**config.mk**
```make
export PLATFORM = sky130hd
export DESIGN_NAME = memory_stage
export DESIGN_NICKNAME = d
export VERILOG_FILES = /design/src/rtl/memory_stage.sv
export SDC_FILE = /design/constraint.sdc
export NUM_CORES = 1
export LEC_CHECK = 0
export BUFFER_PORTS_ARGS = -buffer_cell sky130_fd_sc_hd__buf_2
export CAP_MARGIN = 20
export CORE_ASPECT_RATIO = 0.6
export CORE_MARGIN = 2
export CORE_UTILIZATION = 49
export DETAILED_ROUTE_END_ITERATION = 8
export MAX_ROUTING_LAYER = met4
export PLACE_DENSITY = 0.84
export SYNTH_ARGS = -nofsm -noshare
export SYNTH_HDL_FRONTEND = slang
export SYNTH_SLANG_ARGS = --single-unit
```
**constraint.sdc**
```tcl
create_clock -name clk -period 6.1 [get_ports clk]
set_clock_uncertainty 0.15 [all_clocks]
set_input_delay 1.22 -clock clk [delete_from_list [all_inputs] [get_ports clk]]
set_output_delay 1.22 -clock clk [all_outputs]
set_load 0.01 [all_outputs]
```
**src/rtl/memory_stage.sv**
```systemverilog
// rtl/memory_stage.sv - MEM stage: bus load/store with timeout, upstream stall, MEM/WB register and result mux
module memory_stage #(
  parameter int          TIMEOUT  = 16,
  parameter logic [15:0] ERR_DATA = 16'hDEAD
) (
  input  logic        clk,
  input  logic        rst,
  input  logic        regWriteM,
  input  logic        memWriteM,
  input  logic [1:0]  resultSrcM,
  input  logic [15:0] aluResM,
  input  logic [15:0] writeDataM,
  input  logic [15:0] PCPlus2M,
  input  logic [3:0]  RdM,
  output logic        memReq,
  output logic        memWe,
  output logic [15:0] memAddr,
  output logic [15:0] memWdata,
  input  logic [15:0] memRdata,
  input  logic        memAck,
  output logic        stallM,
  output logic        busErr,
  output logic        regWriteW,
  output logic [3:0]  RdW,
  output logic [15:0] aluResW,
  output logic [15:0] readDataW,
  output logic [15:0] PCPlus2W,
  output logic [1:0]  resultSrcW,
  output logic [15:0] resultW
);

  localparam int CW = $clog2(TIMEOUT) + 1;

  typedef enum logic {IDLE, WAIT} stateT;

  stateT         state, stateNext;
  logic [CW-1:0] count;
  logic          access, isLoad, ackNow, timeoutNow;
  logic          startAcc, finishWb;
  logic [15:0]   readDataNext;

  // A store tagged as a load is still only a store.
  assign access     = memWriteM | (resultSrcM == 2'b01);
  assign isLoad     = ~memWriteM & (resultSrcM == 2'b01);
  assign ackNow     = (state == WAIT) & memAck;
  // An ack arriving on the last allowed cycle takes precedence over the timeout.
  assign timeoutNow = (state == WAIT) & ~memAck & (count == CW'(TIMEOUT - 1));

  // Next-state logic and stage control: finishWb means the instruction leaves MEM this cycle.
  always_comb begin
    stateNext = state;
    startAcc  = 1'b0;
    finishWb  = 1'b0;
    stallM    = 1'b0;
    case (state)
      IDLE: begin
        if (access) begin
          startAcc  = 1'b1;
          stallM    = 1'b1;
          stateNext = WAIT;
        end else begin
          finishWb = 1'b1;
        end
      end
      WAIT: begin
        if (ackNow || timeoutNow) begin
          finishWb  = 1'b1;
          stateNext = IDLE;
        end else begin
          stallM = 1'b1;
        end
      end
      default: stateNext = IDLE;
    endcase
  end

  // State register.
  always_ff @(posedge clk or negedge rst) begin
    if (!rst) state <= IDLE;
    else      state <= stateNext;
  end

  // Bus request registers, wait counter and sticky error; address/data are captured once per access.
  always_ff @(posedge clk or negedge rst) begin
    if (!rst) begin
      memReq   <= 1'b0;
      memWe    <= 1'b0;
      memAddr  <= '0;
      memWdata <= '0;
      count    <= '0;
      busErr   <= 1'b0;
    end else begin
      if (startAcc) begin
        memReq   <= 1'b1;
        memWe    <= memWriteM;
        memAddr  <= aluResM;
        memWdata <= writeDataM;
        count    <= '0;
      end else if (state == WAIT) begin
        if (ackNow || timeoutNow) memReq <= 1'b0;
        else                      count  <= count + CW'(1);
      end
      if (timeoutNow) busErr <= 1'b1;
    end
  end

  // Load data captured into MEM/WB: bus data on a load ack, error pattern on timeout, else zero.
  always_comb begin
    readDataNext = '0;
    if (timeoutNow)            readDataNext = ERR_DATA;
    else if (ackNow && isLoad) readDataNext = memRdata;
  end

  // MEM/WB register: takes the finishing instruction, otherwise a bubble.
  always_ff @(posedge clk or negedge rst) begin
    if (!rst) begin
      regWriteW  <= 1'b0;
      RdW        <= '0;
      aluResW    <= '0;
      readDataW  <= '0;
      PCPlus2W   <= '0;
      resultSrcW <= '0;
    end else if (finishWb) begin
      regWriteW  <= regWriteM;
      RdW        <= RdM;
      aluResW    <= aluResM;
      readDataW  <= readDataNext;
      PCPlus2W   <= PCPlus2M;
      resultSrcW <= resultSrcM;
    end else begin
      regWriteW  <= 1'b0;
      RdW        <= '0;
      aluResW    <= '0;
      readDataW  <= '0;
      PCPlus2W   <= '0;
      resultSrcW <= '0;
    end
  end

  // Write-back result select; the reserved encoding falls back to the ALU result.
  always_comb begin
    case (resultSrcW)
      2'b01:   resultW = readDataW;
      2'b10:   resultW = PCPlus2W;
      default: resultW = aluResW;
    endcase
  end

endmodule

```
# Word level (Yosys, flattened, before mapping)
# Index checks and enable logic that the tools add are counted.
# totals
register_bits	96
latch_bits	0
ramBits	0
romBits	0
input_bits	75
out_inout_bits	107
wordCells	55
n_memories	0
# op_classes
addsub	1
n_mul	0
div_mod_pow	0
order_cmp	0
eq_ne	5
shifts	0
muxes	22
bitwise	8
n_reduce_logical	6
# ops
operator	count
16-bit 2-to-1 mux	5
16-bit one-hot mux with 2 select lines	1
5-bit 2-to-1 mux	3
1-bit 2-to-1 mux	9
5-bit by 1-bit adder with 5-bit output, second input constant	1
5-bit by 4-bit == test with 1-bit output, second input constant	1
1-bit bitwise AND	4
2-bit by 1-bit == test with 1-bit output, second input constant	2
4-bit 2-to-1 mux	1
1-bit one-hot mux with 2 select lines	2
2-bit AND reduction	2
2-bit nonzero test	2
1-bit inverter	3
2-bit == test, second input constant	1
2-bit 2-to-1 mux	1
2-bit inequality test, second input constant	1
1-bit logical AND	1
1-bit logical OR	1
1-bit OR	1

# Longest topological paths before layout
# depth
ltp_word	7
ltp_mapped	6
ltp_nobuf	6

# Worst setup path after synthesis
# OpenSTA, ideal clock, no wires.
# synth_path
path_type	in2out
startpoint	input port resultSrcM[1]
endpoint	output port stallM
arrival_ns	1.981
required_time_ns	4.730
setup_slack_ns	2.749
stages	4
n_path_buf	1
path_cell_list	nand2b_1 -> a21oi_2 -> buf_2 -> or2b_1
# synth_via
elab_chain_len	4
# synth_lines
element	line_no	source
start: declaration	10	input logic [1:0] resultSrcM,
2-bit by 1-bit == test with 1-bit output	43	assign access = memWriteM | (resultSrcM == 2'b01);
1-bit OR	43	
1-bit 2-to-1 mux	57	if (access) begin
1-bit one-hot mux with 2 select lines	55	case (state)
end: declaration	21	output logic stallM,
# Every way passes these cells.

# Final worst setup path
# layout_path
startpoint	register count[0]
endpoint	output port stallM
# layout_via
elab_chain_len	5
# layout_lines
element	line_no	source
start: declaration	37	logic [CW-1:0] count;
start signal: assignment	101	else count <= count + CW'(1);
5-bit by 4-bit == test with 1-bit output	47	assign timeoutNow = (state == WAIT) & ~memAck & (count == CW'(TIMEOUT - 1));
1-bit bitwise AND	47	
1-bit logical OR	66	if (ackNow || timeoutNow) begin
1-bit 2-to-1 mux	66	
1-bit one-hot mux with 2 select lines	55	
# Every way passes these cells.

==> impl_metrics.json <==
{
  "outcome": "complete, no violations",
  "power.total_mw": 1.84,
  "rsz0062_at_grt": "false",
  "drc_errors": 0,
  "critPathBufInv": 1,
  "ir_drop_mv": 0.257,
  "hp-class": "flop to flop",
  "vias": 3014,
  "clk_pin_slew_worst_paths_ns": 0.06,
  "grt.total_usage": 0.261,
  "hold_viol_final": 0,
  "synth_area_per_cell_sq_um": 13.1,
  "cts_sinks": 96,
  "period_share": 0.577,
  "hpwl_um": 7420,
  "ys.warnings.count": 0,
  "place.gp.congestion": 0.856,
  "critPathMaxFanout": 5,
  "holdBufCountCts": 0,
  "drv_slew": 0,
  "ys_seq_area_frac": 0.635,
  "drtIter0Drc": 217,
  "cp.arrival_ns": 2.15,
  "tritoncts.num_buffers": 9,
  "drive_gt1_frac": 0.510,
  "initial_core_util": 0.514,
  "slew_headroom": 0.332,
  "ctsResizeCount": 0,
  "p_switching_mw": 0.543,
  "path_depth": 6,
  "final_cell_mix": "buf_2 (180), dfrtp_1 (96), nor3b_1 (39), mux2_2 (32), o21ai_0 (21)",
  "io_pins": 182,
  "reg2reg_to": "count[1]",
  "fmax_ghz": 0.284,
  "gr-total-overflow": 0,
  "required_ns": 4.73,
  "fillers": 561,
  "layout_commonest_cell": "buf_2",
  "r2r_start": "count[0]",
  "cts-root-buf": "clkbuf_16",
  "finalWirelength_um": 10400,
  "grt_start_max_net_pins": 78,
  "pwr_density_cell_mw_per_mm2": 363,
  "port_buffers": 181,
  "multi_input_area_sq_mm": 0.00128,
  "avgViaCountPerCell": 5.28,
  "seqCellArea_sq_mm": 0.00240,
  "p_clk_frac": 0.314,
  "timing.setup.critical_path_class": "flop to output port",
  "worst_r2r_path_depth": 7,
  "fin_setup_tns_ns": 0,
  "crit_top_cell": "ha_1",
  "cpPeakStageDelay_ns": 0.42,
  "synthesis.area_sq_mm": 0.00378,
  "fin_nets": 541,
  "die_area_sq_mm": 0.00846,
  "cts_setup_buffers": 0,
  "first_pass_iters": 4,
  "worstSkewPairLatency_ns": 0.33,
  "power_report.internal_total_mw": 1.30,
  "core_sq_mm": 0.00736,
  "synth_nets": 368,
  "grt_pass1_wl_um": 16400,
  "die_w_um": 117,
  "p_leak_nw": 2.67,
  "wire_per_inst_um": 18.1,
  "fin_crit_ns": 3.52,
  "syn_to_final_growth_pct": 34.3,
  "detail-route-antenna-nets": 0,
  "grt_pass1_vias": 3150,
  "crit_path_top_delay_cell": "or3b_4",
  "cap_violations": 0,
  "crit_family": "simple AND/OR/NAND/NOR gates",
  "switching_share": 0.294,
  "reg2reg_slack_ns": 3.63,
  "power.share.combinational": 0.245,
  "die_y_um": 72.0,
  "start_kind": "flop",
  "syn_inst": 289,
  "setup_viol": 0,
  "row_count": 24,
  "crit_start": "count[0]",
  "endpoint_kind": "output port",
  "htree_levels": 3,
  "diodes": 0,
  "seq_power_share": 0.441,
  "cts_tree": "built",
  "cts_buffer_depth": 2,
  "cp_cell_sequence": "ha_1, and3_1, ha_1, or3b_4, or2b_1, buf_2",
  "crit_path_end": "stallM",
  "synth-seq-cells": 96,
  "antenna_found_initial": 0,
  "ys_types": 29,
  "tightest_slew_ns": 0.996
}
[kinds of logic (layout without fill, tap and decap cells)]
family	after synthesis	after routing	share of synthesized area
XOR/XNOR	1	1	0.00232
AO/OA/AOI/OAI	52	52	0.0900
AND/OR/NAND/NOR	77	77	0.132
flip-flops	96	96	0.635
multiplexers	33	33	0.0979
adder cells (fa/ha/maj)	4	4	0.0132
buffers and inverters	26	204	0.0291
[layout make-up]
cell class                 instances  area share
sequential                        96       0.473
clock buffer                      12      0.0525
inverter                           4     0.00296
multi-input combinational        167       0.253
clock inverter                     4      0.0101
tap                              104      0.0256
timing repair buffer             184       0.183
[cell usage after synthesis (all sizes together)]
master | instances | share of area
nand2b | 2 | 0.0033
clkbuf | 14 | 0.014
ha | 4 | 0.013
xnor2 | 1 | 0.0023
or3 | 1 | 0.0017
mux2 | 32 | 0.095
a211oi | 1 | 0.0020
nand2 | 18 | 0.018
a21oi | 2 | 0.0046
and3b | 1 | 0.0023
and3 | 1 | 0.0017
inv | 4 | 0.0040
and2 | 5 | 0.0083
buf | 8 | 0.011
or2b | 1 | 0.0020
nor2 | 3 | 0.0030
nor3b | 40 | 0.081
nand3 | 1 | 0.0013
o21ai | 21 | 0.028
or2 | 1 | 0.0017
dfrtp | 96 | 0.64
mux2i | 1 | 0.0026
nor4bb | 1 | 0.0026
nor3 | 1 | 0.0026
a21o | 12 | 0.024
or3b | 1 | 0.0030
a22oi | 16 | 0.032
[sequential cells by signal, indices dropped and copies added, names as in the netlist]
name / cells
PCPlus2W: 16
aluResW: 16
memAddr: 16
memWdata: 16
readDataW: 16
count: 5
RdW: 4
resultSrcW: 2
busErr: 1
memReq: 1
memWe: 1
regWriteW: 1
state: 1
[worst min-delay path by stage]
stage | start | end | slack (ns) | depth (start not counted)
after global routing | memReq | memReq | 0.36 | 1
after global placement | busErr | busErr | 0.30 | 1
after floorplan | busErr | busErr | 0.36 | 1
final | memReq | memReq | 0.32 | 1
after detailed placement | memReq | memReq | 0.31 | 1
after CTS | memReq | memReq | 0.33 | 1
[power by group through the flow]
| stage | Clock, mW | Sequential, mW | Combinational [mW] |
|---|---|---|---|
| detailed placement | 0 | 0.823 | 0.454 |
| finish | 0.579 | 0.813 | 0.452 |
| global route | 0.618 | 0.827 | 0.492 |
| floorplan | 0 | 0.862 | 0.198 |
| global placement | 0 | 0.816 | 0.442 |
| CTS | 0.595 | 0.813 | 0.456 |
[metal layers]
metal	routed length, um	global-route usage
met1	4560	0.329
met2	4940	0.426
met3	766	0.0810
met4	82	0.0576
met5	0	-
[per-stage QoR]
stage	utilization	std cells	cell area, sq um	hold slack [ns]	setup WS [ns]
after floorplan	-	289	3780	0.362	2.75
after global placement	0.647	555	4760	0.303	2.65
after detailed placement	0.647	555	4760	0.315	2.62
final	0.690	571	5080	0.325	2.58
after CTS	0.690	571	5080	0.329	2.56
after global routing	0.690	571	5080	0.359	2.43
Note: power is estimated with default switching activity, not from simulation.
